==> src/rtl/div_pkg.sv <==
// Shared types and constants for the sequential restoring divider.
package div_pkg;

    typedef enum logic [1:0] {
        IDLE = 2'd0,
        CALC = 2'd1,
        DONE = 2'd2
    } div_state_t;

    localparam int DIV_N_DEFAULT = 8;

    // Step counter must hold the value N itself, hence N+1 codes.
    function automatic int cnt_w(input int n);
        return $clog2(n + 1);
    endfunction

endpackage

==> src/rtl/div_fa.sv <==
// One-bit full-adder cell used to build ripple arithmetic.
module div_fa (
    input  logic a,
    input  logic b,
    input  logic ci,
    output logic s,
    output logic co
);

    assign s  = a ^ b ^ ci;
    assign co = (a & b) | (a & ci) | (b & ci);

endmodule

==> src/rtl/div_sub_step.sv <==
// W-bit trial subtraction rem - B as rem + ~B + 1 over a ripple of full adders.
module div_sub_step #(
    parameter int W = 9
) (
    input  logic [W-1:0] rem,
    input  logic [W-1:0] B,
    output logic [W-1:0] diff,
    output logic         neg
);

    logic [W:0] c;

    assign c[0] = 1'b1;

    for (genvar i = 0; i < W; i++) begin : g_bit
        div_fa u_fa (
            .a  (rem[i]),
            .b  (~B[i]),
            .ci (c[i]),
            .s  (diff[i]),
            .co (c[i+1])
        );
    end

    // No carry out of the top bit means the subtraction borrowed.
    assign neg = ~c[W];

endmodule

==> src/rtl/div_restoring_seq.sv <==
// Sequential N-cycle restoring divider for unsigned operands.
// Optional build macro DIV_ZERO_CHECK_EN short-cuts B=0 straight to DONE with div_zero set.
module div_restoring_seq
    import div_pkg::*;
#(
    parameter int N = DIV_N_DEFAULT
) (
    input  logic         clk,
    input  logic         rst,
    input  logic         start,
    input  logic [N-1:0] A,
    input  logic [N-1:0] B,
    output logic         busy,
    output logic         done,
    output logic [N-1:0] Q,
    output logic [N-1:0] R,
    output logic         div_zero
);

    localparam int CW = cnt_w(N);

    div_state_t    state, state_nxt;
    logic [N:0]    rem;
    logic [N-1:0]  dq;
    logic [N-1:0]  b_r;
    logic [CW-1:0] cnt;
    logic [N-1:0]  q_r;
    logic [N-1:0]  r_r;

    logic          accept;
    logic          last_step;
    logic [2*N:0]  pair_sh;
    logic [N:0]    shifted;
    logic [N:0]    diff;
    logic          neg;
    logic [N:0]    rem_nxt;
    logic [N-1:0]  dq_nxt;

    assign accept    = start && (state == IDLE || state == DONE);
    assign last_step = (cnt == CW'(1));

    // Shift {rem, dividend} left; the freed quotient LSB is filled from the trial result.
    assign pair_sh = {rem, dq} << 1;
    assign shifted = pair_sh[2*N:N];
    assign dq_nxt  = pair_sh[N-1:0] | {{(N-1){1'b0}}, ~neg};
    assign rem_nxt = neg ? shifted : diff;

    div_sub_step #(.W(N + 1)) u_sub (
        .rem  (shifted),
        .B    ({1'b0, b_r}),
        .diff (diff),
        .neg  (neg)
    );

    always_ff @(posedge clk) begin
        if (rst) state <= IDLE;
        else     state <= state_nxt;
    end

    always_comb begin
        state_nxt = state;
        case (state)
            IDLE, DONE: begin
                if (start) begin
`ifdef DIV_ZERO_CHECK_EN
                    state_nxt = (B == '0) ? DONE : CALC;
`else
                    state_nxt = CALC;
`endif
                end else begin
                    state_nxt = IDLE;
                end
            end
            CALC:    if (last_step) state_nxt = DONE;
            default: state_nxt = IDLE;
        endcase
    end

    always_comb begin
        busy = (state == CALC);
        done = (state == DONE);
    end

    always_ff @(posedge clk) begin
        if (rst) begin
            rem <= '0;
            dq  <= '0;
            b_r <= '0;
            cnt <= '0;
            q_r <= '0;
            r_r <= '0;
        end else if (accept) begin
            rem <= '0;
            dq  <= A;
            b_r <= B;
            cnt <= CW'(N);
`ifdef DIV_ZERO_CHECK_EN
            if (B == '0) begin
                q_r <= '1;
                r_r <= A;
            end
`endif
        end else if (state == CALC) begin
            rem <= rem_nxt;
            dq  <= dq_nxt;
            cnt <= cnt - CW'(1);
            if (last_step) begin
                q_r <= dq_nxt;
                r_r <= rem_nxt[N-1:0];
            end
        end
    end

`ifdef DIV_ZERO_CHECK_EN
    logic dz_r;

    always_ff @(posedge clk) begin
        if (rst)         dz_r <= 1'b0;
        else if (accept) dz_r <= (B == '0);
    end

    assign div_zero = dz_r;
`else
    assign div_zero = 1'b0;
`endif

    assign Q = q_r;
    assign R = r_r;

endmodule

==> config.mk <==
export PLATFORM = sky130hd
export DESIGN_NAME = div_restoring_seq
export DESIGN_NICKNAME = d
export VERILOG_FILES = /design/src/rtl/div_pkg.sv /design/src/rtl/div_fa.sv /design/src/rtl/div_sub_step.sv /design/src/rtl/div_restoring_seq.sv
export SDC_FILE = /design/constraint.sdc
export NUM_CORES = 1
export LEC_CHECK = 0
export ABC_AREA = 1
export BUFFER_PORTS_ARGS = -buffer_cell sky130_fd_sc_hd__clkbuf_2
export CAP_MARGIN = 20
export CORE_AREA = 2 2 65 67
export DETAILED_ROUTE_END_ITERATION = 12
export DIE_AREA = 0 0 67 69
export GPL_ROUTABILITY_DRIVEN = 0
export PLACE_DENSITY = 0.81
export SLEW_MARGIN = 20
export SYNTH_ARGS = -nofsm -noshare
export SYNTH_HDL_FRONTEND = slang
export SYNTH_SLANG_ARGS = --single-unit
export TNS_END_PERCENT = 50
==> constraint.sdc <==
create_clock -name clk -period 11.14 [get_ports clk]
set_input_delay 2.228 -clock clk [delete_from_list [all_inputs] [get_ports clk]]
set_output_delay 2.228 -clock clk [all_outputs]
set_load 0.05 [all_outputs]
# [Word-level counts from Yosys, hierarchy flattened]
# Index checks and enable logic that the tools add are counted.
[classes] addsub=1 n_mul=0 n_div=0 n_lt_le_gt_ge=0 n_eq_ne=4 shift=0 mux=8 bitwise_logic=67 reduce_logical=7
[ops] operator="8-bit two-way mux" count=3
[ops] operator="1-bit AND" count=23
[ops] operator="1-bit bitwise OR" count=18
[ops] operator="1-bit XOR" count=15
[ops] operator="1-bit inverter" count=10
[ops] operator="4-bit two-way mux" count=2
[ops] operator="8-bit by 1-bit bitwise OR with 8-bit output" count=1
[ops] operator="4-bit by 1-bit equality test with 1-bit output, second input constant" count=1
[ops] operator="2-bit case mux with 2 select lines" count=1
[ops] operator="2-bit OR reduction" count=2
[ops] operator="4-bit by 1-bit subtractor with 4-bit output, second input constant" count=1
[ops] operator="3-bit AND reduction" count=1
[ops] operator="2-bit by 1-bit equality test with 1-bit output, second input constant" count=1
[ops] operator="2-bit equality test, second input constant" count=1
[ops] operator="2-bit zero test" count=1
[ops] operator="2-bit two-way mux" count=1
[ops] operator="2-bit by 1-bit != test with 1-bit output, second input constant" count=1
[ops] operator="2-bit nonzero test" count=1
[ops] operator="1-bit logical AND" count=1
[ops] operator="1-bit logical OR" count=1
[ops] operator="1-bit two-way mux" count=1
[word_totals] regBits=46 latchBits=0 mem_bits_rw=0 romBits=0 inputBits=19 out_inout_bits=19 n_memories=0

# [Longest topological paths before layout]
# Gate-level depths: netlist of the first run.
[depth] word_depth=31 ltp_mapped=16

# [Hierarchy]
# A second synthesis of the first run with hierarchy kept.
[hier_totals] cells_unflattened=251 area_unflattened_um2=2062.0
[by_module_without_submodules] mod="div_restoring_seq" instances=1 cells_each=231 area_per_inst_um2=1840.5 seq_area_each_um2=920.9
[by_module_without_submodules] mod="div_fa" instances=9 cells_each=1 area_per_inst_um2=20.0 seq_area_each_um2=0.0
[by_module_without_submodules] mod="div_sub_step" instances=1 cells_each=11 area_per_inst_um2=41.3 seq_area_each_um2=0.0

# [Worst setup path after synthesis of the first run]
# Ideal clock, no wire load.
[synth_timing] path_kind="register to register" start="reg dq[7]" end="reg r_r[7] (netlist: R[7])" setup_time_ns=0.116 arrival_ns=3.558 slack_ns=7.466 stages_incl_launch_ff=15 synth_period_minus_slack_ns=3.674 cell_sequence="dfxtp_1 -> inv_1 -> ha_1 -> fa_1 -> fa_1 -> fa_1 -> fa_1 -> fa_1 -> fa_1 -> inv_1 -> fa_1 -> o21ai_0 -> nand2_1 -> nor2_2 -> nor2_1"
[synth_between] elab_chain_len=28 elab_cells_between_ends=36
[synth_rtl] element="start, declared" line="div_restoring_seq.sv:24" text="logic [N-1:0] dq;"
[synth_rtl] element="start signal, assigned" line="div_restoring_seq.sv:105" text="dq <= dq_nxt;"
[synth_rtl] element="1-bit AND" line="div_fa.sv:11" text="assign co = (a & b) | (a & ci) | (b & ci);"
[synth_rtl] element="1-bit bitwise OR (*) (2 in series)" line="div_fa.sv:11"
[synth_rtl] element="1-bit AND" line="div_fa.sv:11"
[synth_rtl] element="1-bit bitwise OR" line="div_fa.sv:11"
[synth_rtl] element="1-bit bitwise OR (*)" line="div_fa.sv:11"
[synth_rtl] element="1-bit AND" line="div_fa.sv:11"
[synth_rtl] element="1-bit bitwise OR" line="div_fa.sv:11"
[synth_rtl] element="1-bit bitwise OR (*)" line="div_fa.sv:11"
[synth_rtl] element="(+9 left out)"
[synth_rtl] element="1-bit AND" line="div_fa.sv:11"
[synth_rtl] element="1-bit bitwise OR" line="div_fa.sv:11"
[synth_rtl] element="1-bit bitwise OR (*)" line="div_fa.sv:11"
[synth_rtl] element="1-bit AND" line="div_fa.sv:11"
[synth_rtl] element="1-bit bitwise OR (2 in series)" line="div_fa.sv:11"
[synth_rtl] element="1-bit AND" line="div_fa.sv:11"
[synth_rtl] element="1-bit bitwise OR (2 in series)" line="div_fa.sv:11"
[synth_rtl] element="8-bit two-way mux (*)" line="div_restoring_seq.sv:46" text="assign rem_nxt = neg ? shifted : diff;"
[synth_rtl] element="end signal, assigned" line="div_restoring_seq.sv:109" text="r_r <= rem_nxt[N-1:0];"
[synth_rtl] element="end, declared" line="div_restoring_seq.sv:28" text="logic [N-1:0] r_r;"
# Every way passes the cells marked *; elsewhere a longest branch is shown, timed or not.
# A chain may end at the register's enable or synchronous reset.

# [Worst setup path after layout of the first run]
[layout_timing] start="reg dq[7]" end="reg r_r[6] (netlist: R[6])"
[layout_between] elab_chain_len=28 elab_cells_between_ends=36
[layout_rtl] element="1-bit AND" line="div_fa.sv:11"
[layout_rtl] element="1-bit bitwise OR (*) (2 in series)" line="div_fa.sv:11"
[layout_rtl] element="1-bit AND" line="div_fa.sv:11"
[layout_rtl] element="1-bit bitwise OR" line="div_fa.sv:11"
[layout_rtl] element="1-bit bitwise OR (*)" line="div_fa.sv:11"
[layout_rtl] element="1-bit AND" line="div_fa.sv:11"
[layout_rtl] element="1-bit bitwise OR" line="div_fa.sv:11"
[layout_rtl] element="1-bit bitwise OR (*)" line="div_fa.sv:11"
[layout_rtl] element="(+8 left out)"
[layout_rtl] element="1-bit bitwise OR (*)" line="div_fa.sv:11"
[layout_rtl] element="1-bit AND" line="div_fa.sv:11"
[layout_rtl] element="1-bit bitwise OR (2 in series)" line="div_fa.sv:11"
[layout_rtl] element="1-bit AND" line="div_fa.sv:11"
[layout_rtl] element="1-bit bitwise OR (2 in series)" line="div_fa.sv:11"
[layout_rtl] element="1-bit AND" line="div_fa.sv:11"
[layout_rtl] element="1-bit bitwise OR (2 in series)" line="div_fa.sv:11"
[layout_rtl] element="8-bit two-way mux (*)" line="div_restoring_seq.sv:46"
# Marks and branches as above.

==> results of run 1 <==
==> cells by family after synthesis <==
family | Yosys count
simple gates | 97
other cells | 1
buf+inv | 43
fa+ha+maj | 10
flops | 46
compound gates | 63
==> final cells by class <==
cell class | instances | area share
multi-input combinational | 171 | 0.412
sequential | 46 | 0.389
timing repair buffer | 36 | 0.0761
inverter | 32 | 0.0518
clock buffer | 7 | 0.0322
tap | 50 | 0.0264
clock inverter | 1 | 0.0127
==> per-layer routing <==
layer  global-route usage  up-vias  routed length (um)
met2                0.307       29                2100
met1                0.274      788                1950
met4               0.0862        0                  84
met3               0.0555        8                 162
li1                     -      895                   -
met5                    0        -                   0
==> critical path, stage by stage, from the launching register on <==
cell	delay (ns)
dfxtp_1	0.37
inv_1	0.05
ha_1	0.19
fa_1	0.38
fa_1	0.41
fa_1	0.41
fa_1	0.41
fa_1	0.42
fa_1	0.39
inv_1	0.08
fa_1	0.20
nor2_2	0.14
o21ai_0	0.34
nor2_2	0.08
nor2_1	0.10
==> stage by stage <==
stage                     power, uW  hold WS, ns  instance area, sq um
after floorplan                 235        0.453                  2080
after global placement          248        0.453                  2260
after detailed placement        251        0.461                  2260
after CTS                       371        0.474                  2370
after global routing            390        0.502                  2370
final                           369        0.468                  2370
==> state kept, by name, indices dropped and copies added, names as in the netlist <==
register / flops
b_r: 8
R: 8
state: 2
cnt: 4
Q: 8
rem: 8
dq: 8
==> cell usage in the layout, fill, tap and decap left out, types with 3 or more instances in the layout <==
master	instances
nor2_1	34
nor2_2	6
a21oi_1	17
clkbuf_2	36
dfxtp_1	46
o21ai_1	26
clkbuf_8	5
inv_2	3
o21ai_0	19
fa_1	7
nand3_1	10
nand2_1	35
inv_1	27
ha_1	3
nand3_2	6
==> power by group through the flow <==
| stage | Clock, uW | Sequential, uW | Combinational, uW |
|---|---|---|---|
| after floorplan | 0 | 184 | 50.8 |
| after global placement | 0 | 183 | 64.6 |
| after detailed placement | 0 | 183 | 67.4 |
| after CTS | 124 | 180 | 67.8 |
| after global routing | 131 | 181 | 77.8 |
| final | 122 | 179 | 67.7 |
==> path summary, 6_finish.rpt <==
check	startpoint	to	slack (ns)	depth (start not counted)
max	dq[7]	R[6]	7.11	14
min	R[2]	R[2]	0.47	2
max reg2reg	dq[7]	R[6]	7.11	14
min reg2reg	R[2]	R[2]	0.47	2
==> summary.md, run 1 <==
| Metric | Value |
|---|---|
| Row count | `23` |
| Die Area | `4620 sq um` |
| Initial Util | `0.532` |
| Grt total ovfl | `0` |
| Synth area leader | `dfxtp_1` |
| Filler cell count | `376` |
| EDFF count, synth | `0` |
| Int Power | `262 uW` |
| Leading cell type by number of instances after synthesis | `dfxtp_1` |
| VDD IR max | `89.9 uV` |
| Clock share of power | `0.330` |
| Largest family of logic cells by synthesized area | `simple AND/OR/NAND/NOR gates` |
| Final period util | `0.361` |
| Area of the multi-input gates | `976 sq um` |
| Comb power frac | `0.184` |
| Yosys cell types | `25` |
| Synth top area cells | `dfxtp_1 (44%), fa_1 (6.7%), nand2_1 (6.3%)` |
| Final setup fails | `0` |
| Cell leakage power | `0.00106 uW` |
| Slew HR | `0.433` |
| Synth top area share | `0.442` |
| Detail-routed net length per standard cell | `12.5 um` |
| Residual DRC count | `0` |
| Worst Hold Class | `flop to flop` |
| Setup WS pre-CTS | `7.18 ns` |
| Antenna violations before repair | `0` |
| Clock root cell | `clkbuf_8` |
| Setup_tns | `0 ns` |
| PD cells | `156 nW/um^2` |
| Final hold violations | `0` |
| Adder-cell share of the synthesized area | `0.0853` |
| Seq/Total Area, Yosys | `0.442` |
| First-pass GRT wire length | `7140 um` |
| CTS clk-pin slew, worst paths | `0.08 ns` |
| Xor/xnor share of the synthesized area | `0` |
| Chip Width | `67 um` |
| Postcts setup bufs | `0` |
| CTS tree | `built` |
| Antenna viol nets, final | `0` |
| Cell Area, Synth | `2080 sq um` |
| Arrival time at the worst endpoint | `4.27 ns` |
| Num CTS Buffers | `5` |
| Layout cells sized above 1 | `0.215` |
| Die H | `69 um` |
| CTS resizes | `0` |
| Vias per inst | `5.01` |
| CTS H-tree depth | `2` |
| Later-pin clock latency in the skew report | `0.30 ns` |
| # diodes | `0` |
| Nets | `321` |
| Syn Inst Count | `260` |
| Slew @ Worst Pin | `0.845 ns` |
| Average size of a mapped cell | `8.01 sq um` |
| Most frequent cells after synthesis | `dfxtp_1 (46), nand2_1 (35), nor2_1 (34), inv_1 (27), o21ai_1 (26)` |
| Unrepaired setup endpoints after global routing | `false` |
| FMAX | `248 MHz` |
| Total wire length | `4290 um` |
| DRT iter0 DRCs | `81` |
| Max clock buf depth | `2` |
| Psw | `107 uW` |
| Core Area | `3910 sq um` |
| Ys flop type | `dfxtp_1` |
| Pin count of the biggest net entering global routing | `28` |
| Sequential Area | `921 sq um` |
| Mapped Nets | `289` |
| Mux cell area share after synthesis | `0` |
| Tmin final | `4.03 ns` |
| DRT Pass-1 Iters | `4` |
| Vias in the first global route | `1562` |
| Final Slew Violations | `0` |
| Final std cells w/o fill | `343` |
| Outcome | `finished, final reports clean` |
| Layout Utilization | `0.605` |
| Worst EP required | `11.38 ns` |
| Switching part of the total | `0.289` |
| CP Capture Type | `flop` |
| Ports | `38` |
| Layout area overhead | `13.8%` |
| CP Class | `flop to flop` |
| IO Port Bufs | `36` |
| CP Launch Type | `flop` |
| Worst setup margin | `7.11 ns` |
| GRT Total Usage | `0.204` |
| CTS Sinks | `46` |
| Critical Path Fanout Max | `17` |
| Post-DP HPWL | `3060 um` |
| Warnings from Yosys | `0` |
| DP Cell Count | `335` |
| Simple-gate share of the synthesized area | `0.230` |
| Async set-reset flop share out of synthesis | `0` |
| #FFs+latches synth | `46` |
| Post-CTS Hold Buffers | `0` |
| Total number of vias | `1720` |
| Max Cap Viol | `0` |
| Seq pwr share | `0.487` |
| Fin Clk Skew | `0.00237 ns` |
| Post-synthesis compound-gate area fraction | `0.152` |
Note: power is estimated with default switching activity, not from simulation.
==> run 2, diff against run 1 <==
Settings changed: ABC_AREA 1 to 0, CORE_AREA 2 2 65 67 to 2 2 68 70, DIE_AREA 0 0 67 69 to 0 0 70 72, PLACE_DENSITY 0.81 to 0.77.
Clock period 11.14 ns to 3.6 ns, I/O delays scaled along.
==> summary.md, run 2 <==
| Metric | Value |
|---|---|
| Leading cell type by number of instances after synthesis | `dfxtp_1` |
| #FFs+latches synth | `46 (unchanged)` |
| Layout area overhead | `16.9%` |
| Detail-routed net length per standard cell | `14.2 um (+13%)` |
| Synth top area share | `0.450 (+0.00785)` |
| Xor/xnor share of the synthesized area | `0.00428 (+0.00428)` |
| Row count | `24 (+4.3%)` |
| Commonest non-fill, non-tap cell in the layout | `dfxtp_1` |
| Total wire length | `4600 um (+7.3%)` |
| Total number of vias | `1787 (+3.9%)` |
| Total power | `1190 uW (+220%)` |
| EDFF count, synth | `0 (unchanged)` |
| Max Cap Viol | `0 (unchanged)` |
| Warnings from Yosys | `0 (unchanged)` |
| Arrival time at the worst endpoint | `3.78 ns (-0.49 ns)` |
| Slew HR | `0.502 (+0.0683)` |
| Num CTS Buffers | `5 (unchanged)` |
| Later-pin clock latency in the skew report | `0.30 ns (about the same)` |
| Worst setup margin | `-0.0253 ns (-7.14 ns)` |
| Max clock buf depth | `2 (unchanged)` |
| Antenna viol nets, final | `0 (unchanged)` |
| DRT Pass-1 Iters | `4 (unchanged)` |
| Hold-critical path depth | `2 (unchanged)` |
| CTS clk-pin slew, worst paths | `0.08 ns (about the same)` |
| GRT Total Usage | `0.193 (-0.0109)` |
| Ports | `38 (unchanged)` |
| Post-synthesis compound-gate area fraction | `0.216 (+0.0639)` |
| Final period util | `1.01 (+0.646)` |
| Critical Path Fanout Max | `2 (-15)` |
| Tmin final | `3.63 ns (-0.402 ns)` |
| Placed Area | `2250 sq um (-0.44%)` |
| Cell Area, Synth | `2050 sq um (-1.7%)` |
| Mapped Nets | `273 (-5.5%)` |
| Layout cells sized above 1 | `0.249 (+0.0341)` |
| Area of the multi-input gates | `1040 sq um (+6.8%)` |
| Clock root cell | `clkbuf_8` |
| Cell leakage power | `0.000914 uW (-14%)` |
| Initial Util | `0.480 (-0.0522)` |
| Ys flop type | `dfxtp_1` |
| Die Area | `5040 sq um (+9.0%)` |
| Slew @ Worst Pin | `0.748 ns (-0.0973 ns)` |
| Grt total ovfl | `0 (unchanged)` |
| IO Port Bufs | `36 (unchanged)` |
| Pin count of the biggest net entering global routing | `38 (+36%)` |
| Synth area leader | `dfxtp_1` |
| Largest family of logic cells by synthesized area | `compound AO/OA/AOI/OAI gates` |
| Seq/Total Area, Yosys | `0.450 (+0.00785)` |
| Worst EP required | `3.75 ns (-7.63 ns)` |
| Vias per inst | `5.50 (+9.6%)` |
| CTS H-tree depth | `2 (unchanged)` |
| Most frequent cells after synthesis | `dfxtp_1 (46), o21ai_0 (29), a21oi_1 (27), nand2_1 (25), clkbuf_1 (16)` |
| Commonest cells after routing, fill and taps aside | `dfxtp_1 (45), clkbuf_2 (36), a21oi_1 (27)` |
| Fin Clk Skew | `0.00655 ns (+0.00418 ns)` |
| Unrepaired setup endpoints after global routing | `true` |
| CTS tree | `built` |
| CP Launch Type | `flop` |
| Adder-cell share of the synthesized area | `0.0869 (+0.00151)` |
| Mux cell area share after synthesis | `0 (unchanged)` |
| Simple-gate share of the synthesized area | `0.172 (-0.0577)` |
| Residual DRC count | `0 (unchanged)` |
| Setup WS pre-CTS | `-0.146 ns (-7.33 ns)` |
| Filler cell count | `392 (+4.3%)` |
| FMAX | `276 MHz (+11%)` |
| PD cells | `499 nW/um^2 (+220%)` |
| CP Capture Type | `flop` |
| DRT iter0 DRCs | `142 (+75%)` |
| VDD IR max | `229 uV (+150%)` |
| First-pass GRT wire length | `7890 um (+11%)` |
| Post-DP HPWL | `3040 um (-0.73%)` |
| Syn Inst Count | `244 (-6.2%)` |
| CP Class | `flop to flop` |
| Yosys cell types | `32 (+28%)` |
| Async set-reset flop share out of synthesis | `0 (unchanged)` |
| Layout Utilization | `0.561 (-0.0444)` |
| Final hold violations | `0 (unchanged)` |
| Reg2Reg Depth | `12 (-2)` |
| Sequential Area | `922 sq um (+0.14%)` |
| # diodes | `0 (unchanged)` |
| Final setup fails | `1 (+1)` |
| Outcome | `finished, violations left` |
| Chip Width | `70 um (+4.5%)` |
| CTS Sinks | `46 (unchanged)` |
| Final instance area | `2390 sq um (+0.95%)` |
| Synth top area cells | `dfxtp_1 (45%), o21ai_0 (7.1%), fa_1 (6.9%)` |
| Final Slew Violations | `0 (unchanged)` |
| Average size of a mapped cell | `8.38 sq um (+4.7%)` |
| Nets | `301 (-6.2%)` |
| Core Area | `4260 sq um (+9.0%)` |
| Vias in the first global route | `1674 (+7.2%)` |
| Failing checks | `setup timing` |
| Antenna violations before repair | `0 (unchanged)` |
| Die H | `72 um (+4.3%)` |
| Worst Hold Class | `flop to flop` |
run 2: cell types whose count changed in the layout (fill, tap and decap cells not counted), sizes merged, moves of 3 or more:
| cell | previous run | this run |
|---|---|---|
| a21oi | 17 | 27 |
| a22oi | 0 | 8 |
| buf | 0 | 5 |
| inv | 31 | 13 |
| nand2 | 37 | 25 |
| nand2b | 0 | 4 |
| nor2 | 43 | 5 |
| nor2b | 0 | 9 |
| nor3 | 0 | 4 |
| o21ai | 45 | 36 |
| o22ai | 0 | 7 |
| or3 | 0 | 3 |
run 2: logic make-up after synthesis:
family / after synthesis
AO/OA/AOI/OAI: 81
XOR/XNOR: 1
adder cells (fa/ha/maj): 10
buffers and inverters: 34
flip-flops: 46
other: 1
AND/OR/NAND/NOR: 71
run 2: per-layer routing:
metal,track usage,routed length (um),up-vias
met4,0.0748,88,0
li1,-,-,890
met5,0,0,-
met3,0.0458,313,8
met2,0.306,2170,64
met1,0.259,2030,825
run 2: area by class of cell:
cell class | count | share of cell area
Multi-Input combinational cell | 165 | 0.436
Sequential cell | 46 | 0.386
Timing Repair Buffer | 41 | 0.0926
Clock buffer | 7 | 0.0361
Tap cell | 52 | 0.0272
Inverter | 13 | 0.0204
Clock inverter | 1 | 0.00209
run 2: repair_timing:
action / in CTS / in global routing
gates cloned: 1 / 0
pin swaps: 1 / 6
setup endpoints to repair: 18 / 18
hold buffers: 0 / 0
gates resized for setup: 8 / 17
setup buffers: 0 / 0
run 2: metrics by stage:
step / hold slack, ns / setup TNS (ns) / cells
6_report: 0.456 / -0.0253 / 325
2_1_floorplan: 0.436 / 0 / 244
3_3_place_gp: 0.443 / -0.0545 / 316
4_1_cts: 0.459 / -0.0988 / 325
5_1_grt: 0.498 / -0.199 / 325
3_5_place_dp: 0.447 / -0.875 / 316
run 2: path summary, 6_finish.rpt:
| path | end | startpoint | slack [ns] |
|---|---|---|---|
| worst min-delay path | b_r[7] | b_r[7] | 0.46 |
| worst max register to register | R[7] | dq[7] | -0.03 |
| worst min register to register | b_r[7] | b_r[7] | 0.46 |
| worst max-delay path | R[7] | dq[7] | -0.03 |
run 2: worst max-delay path: stages (launching register included):
cell and delay, ns:
dfxtp_2 0.34, inv_1 0.04, ha_2 0.16, fa_2 0.33, fa_2 0.35, fa_2 0.36
fa_2 0.35, fa_2 0.34, fa_2 0.34, inv_2 0.07, fa_2 0.43, a2111oi_2 0.29
nor3_1 0.07
run 2: power breakdown:
part	total [uW]	internal [uW]	switching [uW]	leakage (uW)
registers	568	539	28.8	0.000375
logic	304	120	184	0.000490
clock network	322	155	167	0.0000482
==> run 3, diff against run 2 <==
Settings changed: ABC_AREA 0 to 1, CORE_AREA 2 2 68 70 to 8 8 63 91, DIE_AREA 0 0 70 72 to 0 0 71 99, PLACE_DENSITY 0.77 to 0.76.
==> summary.md, run 3 (synthesis results as in run 1) <==
| Metric | Value |
|---|---|
| CP Capture Type | `flop` |
| FMAX | `283 MHz (+2.5%)` |
| # diodes | `0 (unchanged)` |
| CTS clk-pin slew, worst paths | `0.09 ns (about the same)` |
| VDD IR max | `262 uV (+15%)` |
| Antenna violations before repair | `0 (unchanged)` |
| WHS | `0.466 ns (+0.00926 ns)` |
| Antenna viol nets, final | `0 (unchanged)` |
| Cell leakage power | `0.00110 uW (+20%)` |
| Arrival time at the worst endpoint | `3.71 ns (-0.07 ns)` |
| CP Launch Type | `flop` |
| Setup slack, reg-to-reg | `0.06 ns (+0.09 ns)` |
| Placed Area | `2300 sq um (+2.1%)` |
| Post-CTS Hold Buffers | `0 (unchanged)` |
| Final Slew Violations | `0 (unchanged)` |
| Hold-critical path depth | `2 (unchanged)` |
| Grt total ovfl | `0 (unchanged)` |
| CTS Sinks | `46 (unchanged)` |
| Worst Hold Class | `flop to flop` |
| Unrepaired setup endpoints after global routing | `true` |
| Num CTS Buffers | `5 (unchanged)` |
| Max clock buf depth | `2 (unchanged)` |
| Fin Clk Skew | `0.0110 ns (+0.00450 ns)` |
| Total wire length | `4990 um (+8.4%)` |
| Total number of vias | `1838 (+2.9%)` |
| PD cells | `489 nW/um^2 (-2.2%)` |
| Layout area overhead | `18.9%` |
| Commonest cells after routing, fill and taps aside | `dfxtp_1 (45), clkbuf_2 (36), nand2_1 (35)` |
| Worst r2r src | `dq[7]` |
| Pin count of the biggest net entering global routing | `25 (-34%)` |
| Max Cap Viol | `0 (unchanged)` |
| Final setup fails | `0 (-1)` |
| Later-pin clock latency in the skew report | `0.31 ns (about the same)` |
| DRT Pass-1 Iters | `4 (unchanged)` |
| Min-Delay Startpoint | `R[3]` |
| Vias per inst | `5.30 (-3.7%)` |
| Worst EP required | `3.78 ns (+0.03 ns)` |
| R2r endpoint | `rem[7]` |
| First-pass GRT wire length | `8260 um (+4.6%)` |
| Final period util | `0.982 (-0.0247)` |
| CTS tree | `built` |
| Post-DP HPWL | `3530 um (+16%)` |
| Die H | `99 um (+38%)` |
| Filler cell count | `417 (+6.4%)` |
| Final hold violations | `0 (unchanged)` |
| Crit path capture | `rem[7]` |
| Setup_tns | `0 ns (+0.0253 ns)` |
| Die Area | `7030 sq um (+39%)` |
| Reg2Reg Depth | `13 (+1)` |
| Nets | `327 (+8.6%)` |
| DRT iter0 DRCs | `87 (-39%)` |
| Initial Util | `0.470 (-0.00970)` |
| GRT Total Usage | `0.148 (-0.0456)` |
| Row count | `30 (+25%)` |
| Commonest non-fill, non-tap cell in the layout | `dfxtp_1` |
| Outcome | `finished, final reports clean` |
| Final instance area | `2470 sq um (+3.5%)` |
| Critical Path Fanout Max | `2 (unchanged)` |
| Vias in the first global route | `1818 (+8.6%)` |
| Chip Width | `71 um (+1.4%)` |
| CTS H-tree depth | `2 (unchanged)` |
| Residual DRC count | `0 (unchanged)` |
| Layout Utilization | `0.559 (-0.00198)` |
| Worst setup path start | `dq[7]` |
| IO Port Bufs | `36 (unchanged)` |
| CP Class | `flop to flop` |
| Detail-routed net length per standard cell | `14.4 um (+1.5%)` |
| Core Area | `4430 sq um (+3.9%)` |
| Clock root cell | `clkbuf_8` |
| Layout cells sized above 1 | `0.294 (+0.0452)` |
| Ports | `38 (unchanged)` |
| Tmin final | `3.54 ns (-0.0890 ns)` |
==> run 3: changes by cell type in the layout (fill, tap and decap cells not counted), sizes merged, moves of 3 or more <==
cell | before | now
a21oi | 27 | 17
or3 | 3 | 0
o22ai | 7 | 0
nor3 | 4 | 0
nand2b | 4 | 0
inv | 13 | 32
a22oi | 8 | 0
o21ai | 36 | 45
nor2b | 9 | 0
nand2 | 25 | 37
nor2 | 5 | 44
==> run 3: layout make-up <==
cell class	instances	area (sq um)	area share
Clock buffer	5	68.8	0.0278
Clock inverter	3	43.8	0.0177
Inverter	32	123	0.0495
Multi-Input combinational cell	172	1040	0.420
Sequential cell	46	922	0.373
Tap cell	48	60.1	0.0243
Timing Repair Buffer	41	218	0.0880
==> run 3: worst min-delay path by stage <==
stage                      end  slack, ns
after global routing      R[3]       0.49
after floorplan           Q[1]       0.45
after CTS                 R[3]       0.47
after global placement    R[3]       0.45
after detailed placement  R[3]       0.46
final                     R[3]       0.47
==> run 3: worst max-delay path, cell delays in order, from the launching register on <==
cell     delay, ns
dfxtp_2       0.34
inv_2         0.04
ha_4          0.14
fa_2          0.34
fa_2          0.37
fa_2          0.36
fa_2          0.35
fa_2          0.36
fa_2          0.35
inv_2         0.07
fa_2          0.42
o21ai_2       0.08
buf_4         0.12
a31oi_1       0.08
==> run 3: per-layer routing <==
layer	global-route usage	share of wire	vias up
met3	0.0305	0.043	12
met1	0.144	0.39	870
met5	0	0	-
li1	-	-	912
met2	0.280	0.54	44
met4	0.0757	0.027	0
==> run 3: metrics by stage <==
step | std cells | power, uW | setup slack, ns
3_5_place_dp | 337 | 791 | -0.122
3_3_place_gp | 337 | 781 | -0.0301
4_1_cts | 345 | 1180 | 0.0225
5_1_grt | 347 | 1260 | -0.0349
6_report | 347 | 1210 | 0.0636
2_1_floorplan | 260 | 730 | 0.0310
==> run 3: where the power goes <==
| part | switching [uW] | internal, uW |
|---|---|---|
| registers | 22.7 | 536 |
| logic | 161 | 98.2 |
| clock network | 183 | 208 |
==> run 3: what timing repair did <==
item / CTS / global route
resized for setup: 8 / 12
gates cloned: 0 / 1
pin swaps: 1 / 5
setup endpoints to repair: 16 / 17
setup buffers: 0 / 1
